[src/rtl/ultra_ranger_mc.sv]
// Round-robin multi-channel ultrasonic ranger: triggers each sensor, times its echo and
// converts the width to centimetres with a prescaler, flagging per-channel proximity.
module ultra_ranger_mc #(
    parameter int CLK_HZ     = 50_000_000,
    parameter int N_CH       = 2,
    parameter int TRIG_US    = 10,
    parameter int TIMEOUT_US = 30000,
    parameter int GAP_US     = 60000,
    parameter int DIST_W     = 9,
    parameter int THRESH_CM  = 20
) (
    input  logic              clk,
    input  logic              rst,
    input  logic              start,
    input  logic [N_CH-1:0]   echo,
    output logic [N_CH-1:0]   trig,
    output logic              busy,
    output logic              done,
    output logic [2:0]        ch_idx,
    output logic [DIST_W-1:0] dist_cm,
    output logic              tout,
    output logic [N_CH-1:0]   near
);

    localparam int          US          = CLK_HZ / 1_000_000;
    localparam logic [31:0] CYC_PER_CM  = 32'(58 * US);
    localparam logic [31:0] TRIG_CYC    = 32'(TRIG_US * US);
    localparam logic [31:0] TIMEOUT_CYC = 32'(TIMEOUT_US * US);
    localparam logic [31:0] GAP_CYC     = 32'(GAP_US * US);
    localparam logic [DIST_W-1:0] DIST_MAX = '1;
    localparam logic [2:0]  LAST_CH     = 3'(N_CH - 1);

    typedef enum logic [2:0] {S_IDLE, S_TRIG, S_WAIT_HI, S_MEASURE, S_GAP} state_t;

    state_t            state;
    logic [2:0]        ch;
    logic [31:0]       cnt;
    logic [31:0]       presc;
    logic [DIST_W-1:0] cm;
    logic [N_CH-1:0]   echo_m;
    logic [N_CH-1:0]   echo_s;
    logic              echo_cur;

    function automatic logic [N_CH-1:0] onehot(input logic [2:0] c);
        logic [N_CH-1:0] r;
        r = '0;
        for (int i = 0; i < N_CH; i++)
            if (3'(i) == c) r[i] = 1'b1;
        return r;
    endfunction

    function automatic logic [N_CH-1:0] set_near(input logic [N_CH-1:0] cur,
                                                 input logic [2:0] c, input logic v);
        logic [N_CH-1:0] r;
        r = cur;
        for (int i = 0; i < N_CH; i++)
            if (3'(i) == c) r[i] = v;
        return r;
    endfunction

    always_comb begin
        echo_cur = 1'b0;
        for (int i = 0; i < N_CH; i++)
            if (3'(i) == ch) echo_cur = echo_s[i];
    end

    always_ff @(posedge clk or posedge rst) begin
        if (rst) begin
            state   <= S_IDLE;
            ch      <= '0;
            cnt     <= '0;
            presc   <= '0;
            cm      <= '0;
            echo_m  <= '0;
            echo_s  <= '0;
            trig    <= '0;
            busy    <= 1'b0;
            done    <= 1'b0;
            ch_idx  <= '0;
            dist_cm <= '0;
            tout    <= 1'b0;
            near    <= '0;
        end else begin
            echo_m <= echo;
            echo_s <= echo_m;
            done   <= 1'b0;
            case (state)
                S_IDLE: begin
                    if (start) begin
                        ch    <= '0;
                        cnt   <= '0;
                        trig  <= onehot(3'd0);
                        busy  <= 1'b1;
                        state <= S_TRIG;
                    end
                end
                S_TRIG: begin
                    if (cnt == TRIG_CYC - 32'd1) begin
                        trig  <= '0;
                        cnt   <= '0;
                        state <= S_WAIT_HI;
                    end else begin
                        cnt <= cnt + 32'd1;
                    end
                end
                S_WAIT_HI: begin
                    // The detection cycle already counts as one high cycle.
                    if (echo_cur) begin
                        presc <= 32'd1;
                        cm    <= '0;
                        cnt   <= 32'd1;
                        state <= S_MEASURE;
                    end else if (cnt >= TIMEOUT_CYC - 32'd1) begin
                        done    <= 1'b1;
                        ch_idx  <= ch;
                        dist_cm <= DIST_MAX;
                        tout    <= 1'b1;
                        near    <= set_near(near, ch, 1'b0);
                        cnt     <= '0;
                        state   <= S_GAP;
                    end else begin
                        cnt <= cnt + 32'd1;
                    end
                end
                S_MEASURE: begin
                    if (!echo_cur) begin
                        done    <= 1'b1;
                        ch_idx  <= ch;
                        dist_cm <= cm;
                        tout    <= 1'b0;
                        near    <= set_near(near, ch, (32'(cm) < 32'(THRESH_CM)));
                        cnt     <= '0;
                        state   <= S_GAP;
                    end else if (cnt >= TIMEOUT_CYC - 32'd1) begin
                        done    <= 1'b1;
                        ch_idx  <= ch;
                        dist_cm <= DIST_MAX;
                        tout    <= 1'b1;
                        near    <= set_near(near, ch, 1'b0);
                        cnt     <= '0;
                        state   <= S_GAP;
                    end else begin
                        cnt <= cnt + 32'd1;
                        if (presc == CYC_PER_CM - 32'd1) begin
                            presc <= '0;
                            if (cm != DIST_MAX) cm <= cm + DIST_W'(1);
                        end else begin
                            presc <= presc + 32'd1;
                        end
                    end
                end
                S_GAP: begin
                    if (cnt == GAP_CYC - 32'd1) begin
                        cnt <= '0;
                        if (ch == LAST_CH) begin
                            busy  <= 1'b0;
                            state <= S_IDLE;
                        end else begin
                            ch    <= ch + 3'd1;
                            trig  <= onehot(ch + 3'd1);
                            state <= S_TRIG;
                        end
                    end else begin
                        cnt <= cnt + 32'd1;
                    end
                end
                default: state <= S_IDLE;
            endcase
        end
    end

endmodule

[config.mk]
export PLATFORM = sky130hd
export DESIGN_NAME = ultra_ranger_mc
export DESIGN_NICKNAME = d
export VERILOG_FILES = /design/src/rtl/ultra_ranger_mc.sv
export SDC_FILE = /design/constraint.sdc
export NUM_CORES = 1
export LEC_CHECK = 0
export ABC_AREA = 1
export CAP_MARGIN = 20
export CORE_ASPECT_RATIO = 0.7
export CORE_MARGIN = 2
export CORE_UTILIZATION = 35
export DETAILED_ROUTE_END_ITERATION = 8
export SYNTH_ARGS = -nofsm -noshare
export SYNTH_HDL_FRONTEND = slang
export SYNTH_SLANG_ARGS = --single-unit
export TNS_END_PERCENT = 100
[constraint.sdc]
create_clock -name clk -period 3.5 [get_ports clk]
set_input_delay 0.875 -clock clk [delete_from_list [all_inputs] [get_ports clk]]
set_output_delay 0.875 -clock clk [all_outputs]
set_load 0.02 [all_outputs]
---- Word level (Yosys, flattened, before mapping) ----
Cells that the tools add are included.
word-level totals
  flip-flop bits (word level) ............. 102
  bits in latches ......................... 0
  bits in writable memories ............... 0
  bits in read-only memories .............. 0
  output and inout bits ................... 19
  memories ................................ 0
cells by class
  $add $sub $neg .......................... 4
  multipliers ............................. 0
  divide/modulo/power cells ............... 0
  order comparisons ....................... 2
  equal/unequal tests ..................... 24
  shifts and indexed selects .............. 0
  mux-type cells .......................... 67
  bitwise gates (word level) .............. 0
  reductions and logical operators ........ 17
operator list
  operator                                                                               number
  32-bit two-way mux                                                                     10
  32-bit case mux with 5 select lines                                                    1
  9-bit two-way mux                                                                      8
  32-bit by 1-bit adder with 32-bit output, second input constant                        2
  32-bit case mux with 2 select lines                                                    1
  3-bit two-way mux                                                                      12
  9-bit case mux with 2 select lines                                                     2
  32-bit by 12-bit == test with 1-bit output, second input constant                      1
  32-bit by 22-bit == test with 1-bit output, second input constant                      1
  32-bit by 9-bit == test with 1-bit output, second input constant                       1
  32-bit by 21-bit greater-or-equal comparator with 1-bit output, second input constant  1
  2-bit != test, second input constant                                                   11
  1-bit two-way mux                                                                      18
  3-bit case mux with 5 select lines                                                     1
  2-bit two-way mux                                                                      7
  3-bit case mux with 2 select lines                                                     2
  4-bit AND reduction                                                                    3
  9-bit by 1-bit adder with 9-bit output, second input constant                          1
  3-bit zero test                                                                        3
  9-bit by 5-bit < comparator with 1-bit output, second input constant                   1
  9-bit != test, second input constant                                                   1
  3-bit AND reduction                                                                    3
  1-bit by 3-bit == test with 1-bit output, first input constant                         2
  3-bit by 1-bit == test with 1-bit output, second input constant                        2
  other kinds (13)                                                                       19

---- Logic depth before layout (Yosys ltp) ----
  word-level depth ........................ 6
  gate-level depth with buffers ........... 13

---- Worst setup path after synthesis ----
Ideal clock, no wire load.
  path kind ............................... reg-to-reg
  start ................................... reg ch[1]
  end ..................................... reg cm[0]
  setup time .............................. 0.117 ns
  arrival ................................. 1.743 ns
  required time ........................... 3.383 ns
  slack ................................... 1.640 ns
  stages on the path, launching flop included .. 14
  clock period less this slack ............ 1.860 ns
  cell sequence ........................... dfrtp_1 > inv_1 > ha_1 > inv_1 > nor2_2 > nand2_1 > nand2_2 > inv_2 > nor2_1 > inv_2 > nand2_4 > nand2_1 > nand2_1 > nand2_1
between the ends
  longest elaborated chain between the ends .. 5
  elaborated cells between the ends (all ways) .. 7
  classes of those cells .................. eq/ne: 3; mux: 2; reduce/logical: 2
ends and longest elaborated chain
  item                               line  RTL
  start: declaration                 36    logic [2:0] ch;
  start signal: assignment           159   ch <= ch + 3'd1;
  3-bit zero test                    64    if (3'(i) == ch) echo_cur = echo_s[i];
  1-bit two-way mux                  64
  1-bit two-way mux (*)              64
  2-bit != test (no line)            --
  6-bit AND reduction (no line) (*)  --
  end signal: assignment             146   if (cm != DIST_MAX) cm <= cm + DIST_W'(1);
  end: declaration                   39    logic [DIST_W-1:0] cm;
Every way passes the cells marked *; elsewhere a longest branch is shown, timed or not.
A chain may end at the register's enable or synchronous reset.

---- Final worst setup path ----
  start ................................... reg ch[1]
  end ..................................... reg presc[1]
between the ends
  longest elaborated chain between the ends .. 5
  elaborated cells between the ends (all ways) .. 7
  classes of those cells .................. eq/ne: 3; mux: 2; reduce/logical: 2
ends and longest elaborated chain
  item                               line  RTL
  3-bit zero test                    64
  1-bit two-way mux                  64
  1-bit two-way mux (*)              64
  2-bit != test (no line)            --
  4-bit AND reduction (no line) (*)  --
  end signal: assignment             148   presc <= presc + 32'd1;
  end: declaration                   38    logic [31:0] presc;
Marked as above.

==> results by group <==
Setup path
  • Worst-path fanout max: 29
  • WP data arrival: 2.93 ns
  • Critical path data required time: 3.80 ns
  • Setup crit end kind: flop
  • Critical path class: reg2reg
  • Critical path launch point type: flop

Finish
  • Fillers: 1972
  • Final non-filler cell total: 1253
  • Fin nets: 1020
  • Share of cells above drive strength 1: 0.0593
  • Final core utilization: 0.397
  • Ant. Diodes: 0
  • Area Growth Syn to Fin: 12.3%

CTS
  • Root buffer cell: clkbuf_16
  • Htree depth: 3
  • TritonCTS sink count: 102
  • CTS Buf Count: 9
  • CTS tree: yes
  • Hold-fix buffers, CTS: 0
  • Worst-case clock buffer depth: 2
  • Later-pin clock latency in the skew report: 0.36 ns
  • Post-CTS resize count: 0
  • Clock transition at path regs: 0.08 ns
  • Post-CTS setup buffer count: 0

Detailed routing
  • Initial DRC Count: 451
  • Routed WL: 17.2 mm
  • Drt via density: 4.92
  • Antenna Violating Nets Remaining: 0
  • DRT Pass-1 Iters: 5
  • Residual DRC: 0
  • Via count: 6167
  • WL/cell: 13.7 um

STA
  • Slew headroom: 0.481
  • TNS Setup: 0 ns
  • RSZ-0062 raised after global routing: false
  • Least-Margin Pin Slew: 0.776 ns
  • Final hold viol count: 0
  • Fin Clk Skew: 0.0115 ns
  • Endpoints failing setup: 0
  • Final period utilization: 0.752
  • Fmax: 380 MHz
  • Fin. max-slew vios: 0
  • Minimum clock period: 2.63 ns
  • PnR worst setup slack: 0.867 ns

Global route
  • Met2 Use GR: 0.238
  • All-layer global routing usage: 0.182
  • First-pass GRT wire length: 29.2 mm
  • Pin count of the biggest net entering global routing: 36
  • Overflow after GRT: 0
  • Vias in the first global route: 5699
  • GR Util met3: 0.0435
  • Grt peak-use layer: met1
  • Met1 Use GR: 0.294
  • Initial antenna violation count: 0

Place
  • Placed Cells: 1237
  • Post-detail-place hpwl: 12.7 mm
  • Routability-driven placement congestion ratio: 0.885
  • Pre-CTS WS: 0.899 ns
  • PortBufs: 23

Pwr
  • Worst VDD drop: 0.000209 V
  • Leakage power: 3.43 nW
  • Pwr/cell area: 304 nW/um^2

Synth
  • Synth Area per Inst: 6.73 sq um
  • Synth Instances: 986
  • Synth area leaders: dfrtp_1, nand2_1, nor2_1
  • Synthesized flop and latch total: 102
  • Netlist cell types: 36
  • Sequential area share after synthesis: 0.385
  • Yosys top cell by area: dfrtp_1
  • Syn Nets: 1000
  • Syn. warnings: 0
  • Post-synthesis cell area: 6640 sq um
  • Synth top area share: 0.385

Floorplanning
  • Num rows: 42
  • Initial core utilization: 0.354
  • Die area: 20100 sq um
  • Die Width: 169 um
  • Die H: 119 um
  • Core Box Area: 18800 sq um
  • Io pins: 24

Worst hold path
  • Worst hold path type: reg2reg

Flow run
  • Max cap viols: 0

Outcome
  • Status: completed
-- power by group --
group          internal, mW  total, mW  switching (mW)
Combinational       0.00863     0.0340          0.0254
Sequential             1.18       1.18        0.000773
Clock                 0.516       1.05           0.533
Total                  1.70       2.26           0.559
-- cell usage after synthesis (all sizes together) --
cell / instances
nand2: 320
and3: 1
nand3: 99
o31ai: 1
xnor2: 10
buf: 15
a22oi: 1
nand4: 14
nor3b: 1
ha: 9
dfrtp: 102
a21boi: 1
clkbuf: 7
inv: 115
nor4: 3
nor2: 147
or2: 2
a21oi: 16
o211ai: 5
nor3: 39
o21ai: 44
nand3b: 2
xor2: 32
-- cell usage in the layout, fill, tap and decap left out, drive strengths merged, types with 5 or more instances in the layout --
cell type      synthesis  layout
nand2                320     320
nor2                 147     147
inv                  115     117
dfrtp                102     102
nand3                 99      99
o21ai                 44      44
nor3                  39      39
xor2                  32      32
clkdlybuf4s50          0      23
a21oi                 16      16
nand4                 14      14
xnor2                 10      10
ha                     9       9
clkbuf                 7       9
buf                   15       8
o211ai                 5       5
-- routing by layer --
metal	share of wire	up-vias
li1	-	3162
met1	0.55	2815
met2	0.37	179
met3	0.065	11
met4	0.0086	0
met5	0	-
-- metrics by stage --
stage / total power [mW] / cell area, sq um / hold WS [ns]
5_1_grt: 2.34 / 7450 / 0.378
4_1_cts: 2.30 / 7450 / 0.355
3_5_place_dp: 1.24 / 7140 / 0.336
3_3_place_gp: 1.24 / 7140 / 0.334
6_report: 2.26 / 7450 / 0.354
2_1_floorplan: 1.22 / 6640 / 0.331
-- layout make-up --
cell class              instances  area [sq um]  area share
well taps                     242           303      0.0406
flip-flops and latches        102          2550       0.343
clock inverters                 7          88.8      0.0119
repair buffers                 31           303      0.0406
multi-input cells             747          3540       0.475
clock buffers                   9           225      0.0302
inverters                     115           435      0.0584
-- cell families (layout without fill, tap and decap cells) --
kind of cell,after synthesis,in the layout,synth area share
AOI/OAI and AO/OA,68,68,0.0549
xor gates and xnor gates,42,42,0.0554
adders and majority gates,9,9,0.0170
buffers and inverters,137,162,0.0816
DFF,102,102,0.385
and+or+nand+nor,628,628,0.406
-- final timing paths --
check / slack (ns) / startpoint / cells past startpoint / endpoint
worst min-delay path: 0.35 / echo_m[1] / 0 / echo_s[1]
worst min register to register: 0.35 / echo_m[1] / 0 / echo_s[1]
worst max register to register: 0.87 / ch[1] / 13 / presc[1]
max in group asynchronous: 1.83 / rst / 3 / state[2]
worst max-delay path: 0.87 / ch[1] / 13 / presc[1]
min in group asynchronous: 1.00 / rst / 2 / presc[11]
-- registers in the layout, indices dropped and copies added, names as in the netlist --
| name | count |
|---|---|
| dist_cm | 9 |
| echo_m | 2 |
| cm | 9 |
| cnt | 32 |
| presc | 32 |
| ch_idx | 3 |
| state | 3 |
| echo_s | 2 |
| near | 2 |
| tout | 1 |
| ch | 3 |
| done | 1 |
| trig | 2 |
| busy | 1 |
-- critical path, stage by stage (launching register included) --
cell and delay, ns:
dfrtp_1 0.41, inv_1 0.13, ha_1 0.16, inv_1 0.05, nor2_2 0.18, nand2_1 0.10
nand2_2 0.13, inv_2 0.05, nor2_1 0.20, inv_2 0.24, nand2_4 0.34, buf_4 0.36
nand3_1 0.11, nand2_1 0.08
Note: power is estimated with default switching activity, not from simulation.
